===== config.mk =====
export PLATFORM = sky130hd
export DESIGN_NAME = vec_pack
export DESIGN_NICKNAME = d
export VERILOG_FILES = /design/src/rtl/vec_pack.sv
export SDC_FILE = /design/constraint.sdc
export NUM_CORES = 1
export LEC_CHECK = 0
export ABC_AREA = 1
export ABC_CLOCK_PERIOD_IN_PS = 13600
export BUFFER_PORTS_ARGS = -buffer_cell sky130_fd_sc_hd__buf_2
export CORE_MARGIN = 8
export CORE_UTILIZATION = 40
export CTS_BUF_LIST = sky130_fd_sc_hd__clkbuf_4 sky130_fd_sc_hd__clkbuf_8
export DETAILED_ROUTE_END_ITERATION = 16
export PLACE_DENSITY = 0.65
export SETUP_SLACK_MARGIN = 0.3
export SLEW_MARGIN = 10
export SYNTH_ARGS = -nofsm -noshare
export SYNTH_HDL_FRONTEND = slang
export SYNTH_SLANG_ARGS = --single-unit

===== constraint.sdc =====
create_clock -name clock -period 13.6 [get_ports clock]
set_input_delay 4.08 -clock clock [delete_from_list [all_inputs] [get_ports clock]]
set_output_delay 4.08 -clock clock [all_outputs]
set_load 0.02 [all_outputs]

===== src/rtl/vec_pack.sv =====
// vec_pack: gathers three signed 32-bit scalars from a show-ahead FIFO into a
// 3-component vector and pushes it to a vector FIFO. Scalar k of a triple lands
// in component k. Collection and write phases never overlap, so a vector takes
// at least four cycles.
module vec_pack #(
  parameter int unsigned CNT_WIDTH = 32
) (
  input  logic                 clock,
  input  logic                 reset,
  input  logic signed [31:0]   in,
  input  logic                 in_empty,
  output logic                 in_rd_en,
  output logic signed [31:0]   out [2:0],
  input  logic                 out_full,
  output logic                 out_wr_en,
  output logic [1:0]           idx,
  output logic [CNT_WIDTH-1:0] vec_count
);

  localparam logic S_COLLECT = 1'b0;
  localparam logic S_WRITE   = 1'b1;

  logic                 state_q, state_d;
  logic [1:0]           idx_q, idx_d;
  logic [CNT_WIDTH-1:0] cnt_q, cnt_d;
  logic signed [31:0]   out_q [2:0];

  // Handshake strobes; reset is folded in so neither strobe can fire while
  // reset is held, even though the state register is already in S_COLLECT.
  always_comb begin
    in_rd_en  = 1'b0;
    out_wr_en = 1'b0;
    if (!reset) begin
      in_rd_en  = (state_q == S_COLLECT) && !in_empty;
      out_wr_en = (state_q == S_WRITE) && !out_full;
    end
  end

  // Next-state for FSM, component index and vector counter.
  always_comb begin
    state_d = state_q;
    idx_d   = idx_q;
    cnt_d   = cnt_q;
    if (state_q == S_COLLECT) begin
      if (in_rd_en) begin
        if (idx_q == 2'd2) begin
          idx_d   = 2'd0;
          state_d = S_WRITE;
        end else begin
          idx_d = idx_q + 2'd1;
        end
      end
    end else begin
      if (out_wr_en) begin
        cnt_d   = cnt_q + 1'b1;  // wraps naturally at 2^CNT_WIDTH
        state_d = S_COLLECT;
      end
    end
  end

  // Control state registers.
  always_ff @(posedge clock or posedge reset) begin
    if (reset) begin
      state_q <= S_COLLECT;
      idx_q   <= 2'd0;
      cnt_q   <= '0;
    end else begin
      state_q <= state_d;
      idx_q   <= idx_d;
      cnt_q   <= cnt_d;
    end
  end

  // Component capture; only the slot being read changes, others keep their
  // previous-vector contents until overwritten.
  always_ff @(posedge clock or posedge reset) begin
    if (reset) begin
      out_q[0] <= '0;
      out_q[1] <= '0;
      out_q[2] <= '0;
    end else if (in_rd_en) begin
      out_q[idx_q] <= in;
    end
  end

  // Drive registered values to the ports.
  always_comb begin
    out[0]    = out_q[0];
    out[1]    = out_q[1];
    out[2]    = out_q[2];
    idx       = idx_q;
    vec_count = cnt_q;
  end

endmodule


# Word level (Yosys, flattened, before mapping)
# Index checks and enable logic that the tools add are counted.
[word_totals]
register_bits = 131
input_bits = 36
output_inout_bits = 132
wordCells = 29
[op_classes]
addsub = 2
bitwise = 1
magnitude_cmp = 2
eq_ne = 1
n_reduce_logical = 7
muxes = 10
[op_table]
columns = ["operator", "n"]
rows = [
  ["bitwise mux 96 bit", 1],
  ["demux 32 bit (select 2 bit)", 1],
  ["adder 32 x 1 -> 32 bit (second input constant)", 1],
  ["2-to-1 mux 32 bit", 1],
  ["2-to-1 mux 1 bit", 6],
  ["AND reduction 2 bit", 2],
  ["logical AND 1 bit", 3],
  ["< comparator 2 x 3 -> 1 bit (second input constant)", 1],
  ["adder 2 x 1 -> 2 bit (second input constant)", 1],
  ["== test 2 bit (second input constant)", 1],
  [">= comparator 2 x 1 -> 1 bit (second input constant)", 1],
  ["logical NOT 1 bit", 2],
  ["2-to-1 mux 2 bit", 1],
  ["inverter 1 bit", 1],
]

# Logic depth before layout (Yosys ltp)
[logic_depth]
word_depth = 5
depth_mapped = 9

# Least setup slack after synthesis
# OpenSTA, ideal clock, no wires.
[synth_timing]
path_type = "input to output"
start = "input port reset"
end = "output port out_wr_en"
path_stages = 4
slack_ns = 3.181
arrival_time_ns = 6.339
cell_sequence = "inv_2 -> nand2_1 -> nor2_4 -> buf_4"
[synth_via]
elab_chain_len = 1
[synth_rtl]
columns = ["item", "line_no", "source"]
rows = [
  ["from (decl)", "9", "input logic reset,"],
  ["2-to-1 mux 1 bit", "33", "if (!reset) begin"],
  ["to (decl)", "15", "output logic out_wr_en,"],
]
# No other way between the ends.

# Worst setup path in the final report
# Same ends and word-level chain as after synthesis.

==> results by group <==
Timing
  • Setup TNS: 0 ns
  • Final Setup Violations: 0
  • Final worst path period share: 69.7%
  • Min Tclk post-route: 9.47 ns
  • Slew @ Worst Pin: 1.04 ns
  • Layout Skew: 0.0153 ns
  • FMAX: 106 MHz
  • Final Hold Violating Endpoints: 0
  • Headroom to the max-slew limit: 30.7%
  • Unrepaired setup endpoints after global routing: no
  • Final slew viol count: 0

Yosys
  • Most used flip-flop cell after synthesis: dfrtp_1
  • Sequential area share after synthesis: 55.3%
  • Synthesized area per cell: 10.0 um^2
  • Mapped cell area: 5920 um^2
  • Most frequent cell after synthesis: nand2_1
  • Post-synth EDFFs: 0
  • Synth warn: 0
  • Mapped Cells: 592
  • Synth area leaders: dfrtp_1, o21ai_2, nand2_1
  • Count of cell types in the netlist: 25
  • Most frequent cells after synthesis: nand2_1, dfrtp_1, o21ai_2, inv_1, nand2_2
  • Syn nets: 629
  • Top-area cell type share of the netlist area: 55.3%
  • Synth area leader: dfrtp_1
  • FF+latch count, synth: 131
  • Post-synthesis async set-or-reset flop share: 100%

Critical path
  • Arr. time, crit path: 5.39 ns
  • R2R Path Start: state_q
  • Critical path class: input port to output port
  • R2R Setup Slk: 11.29 ns
  • CP Launch Type: input port
  • Critical path launch point: reset
  • Crit end category: output port
  • CP required: 9.52 ns
  • Crit Path Max Fanout: 54

Power
  • Clock network fraction of total power: 20.5%
  • Leak Pwr: 3.71 nW
  • Final total power: 1.52 mW
  • Sw power: 0.621 mW
  • Power Internal: 0.900 mW
  • Pwr Density: 212 nW/um^2
  • Switching part of the total: 40.8%
  • Peak supply drop: 65.4 uV
  • Comb power frac: 38.4%
  • Flop pwr share: 41.1%

Die
  • Die height: 138 um
  • Die span in x: 138 um
  • CORE AREA: 14500 um^2
  • I/O pin cnt: 168
  • Full die area: 19000 um^2
  • Row cnt: 44
  • Starting density of the core: 40.9%

Detailed routing
  • Vias: 4510
  • Final wirelength: 14.8 mm
  • Antenna Nets Post-Route: 0
  • DRC viols: 0
  • 1st-pass router iterations: 5
  • DRT iter0 DRCs: 327
  • Wire per inst: 15.6 um
  • DR vias/cell: 4.74

Clock network
  • Clock Root Buffer: clkbuf_8
  • Maximum clock path buffer count: 2
  • Reg clk slew, reported paths: 0.06 ns
  • Cts hold-fix bufs: 0
  • TritonCTS Buffers: 17
  • Post-CTS sizing: 0
  • H-tree depth: 4
  • CTS tree: yes
  • Sink Count: 131
  • Post-CTS Setup Repair Bufs: 0
  • Later-pin clock latency in the skew report: 0.44 ns

Min path
  • Hold Path Class: flop to flop
  • Hold path start: out[61]

GRT
  • Gr ovfl total: 0
  • Global-route wire length before repair: 23.7 mm
  • Initial antenna violation count: 0
  • Number of global-route vias before repair: 4551
  • Pin count of the biggest net entering global routing: 81
  • Global Route Usage Sum: 15.9%

Finish
  • Final #Nets: 794
  • Design area: 7170 um^2
  • Layout cells sized above 1: 43.3%
  • Area Growth Syn to Fin: 21.0%
  • Non-Filler Instances: 951
  • ANT cells: 0

Place
  • DP HPWL: 10.8 mm
  • DP Area: 6800 um^2
  • Placed Cells: 922
  • IO Port Bufs: 167
  • GP Congestion: 0.862

Flow run
  • Max cap viols: 0

Outcome
  • Outcome: finished, final reports clean
==> layout make-up <==
type	instances	area, um^2
clock inverter	4	50.0
timing repair buffer	168	843
inverter	56	215
clock buffer	25	319
tap	184	230
multi-input combinational	383	2230
sequential	131	3280
fill	1396	7310
==> placed cells by master (no fill, tap or decap), types with 8 or more instances in the layout <==
cell type,n
nand2_2,51
dfrtp_1,131
nand2_1,140
nand3_1,8
o21ai_0,10
o21ai_1,24
buf_2,167
nand3b_1,13
inv_1,55
o21ai_2,66
nor2_1,32
clkbuf_8,21
==> kinds of logic after synthesis <==
| kind of cell | Yosys count | share of synthesized area (%) |
|---|---|---|
| xor+xnor | 14 | 2.07 |
| flops | 131 | 55.3 |
| buf+inv | 78 | 7.35 |
| fa+ha+maj | 1 | 0.211 |
| simple gates | 268 | 22.4 |
| compound gates | 100 | 12.6 |
==> critical path: stages <==
cell	delay, ns
buf_2	0.16
inv_6	0.38
nand2_1	0.16
nor2_4	0.35
buf_2	0.25
==> state kept, by name, indices dropped and copies added, names as in the netlist <==
register	count
idx	2
vec_count	32
out	96
state_q	1
==> power groups by stage <==
| stage | clock network (mW) | registers, mW | logic, mW |
|---|---|---|---|
| 3_3_place_gp | 0 | 0.627 | 0.585 |
| 6_report | 0.312 | 0.625 | 0.585 |
| 2_1_floorplan | 0 | 0.787 | 0.231 |
| 5_1_grt | 0.333 | 0.642 | 0.638 |
| 3_5_place_dp | 0 | 0.631 | 0.596 |
| 4_1_cts | 0.320 | 0.625 | 0.597 |
==> metal layers <==
metal	up-vias	share of wire (%)	wire length, um	GRT usage (%)
li1	2209	-	-	-
met1	2154	44	6470	20.2
met2	139	47	7040	24.7
met3	8	8.0	1190	4.81
met4	0	0.86	127	6.93
met5	-	0	0	0
==> final timing paths <==
check,to,cells after the start
min in group asynchronous,out[49],2
worst max-delay path,out_wr_en,5
worst max register to register,out[82],3
worst min-delay path,out[61],2
max in group asynchronous,out[62],3
worst min register to register,out[61],2
==> per-stage QoR <==
| step | worst slack (ns) | util [%] | hold slack (ns) |
|---|---|---|---|
| after floorplan | 3.18 | - | 0.588 |
| after global routing | 3.98 | 49.5 | 0.500 |
| after global placement | 4.11 | 47.0 | 0.459 |
| final | 4.13 | 49.5 | 0.476 |
| after detailed placement | 4.08 | 47.0 | 0.463 |
| after CTS | 4.08 | 49.5 | 0.478 |
(Power assumes the default switching activity.)
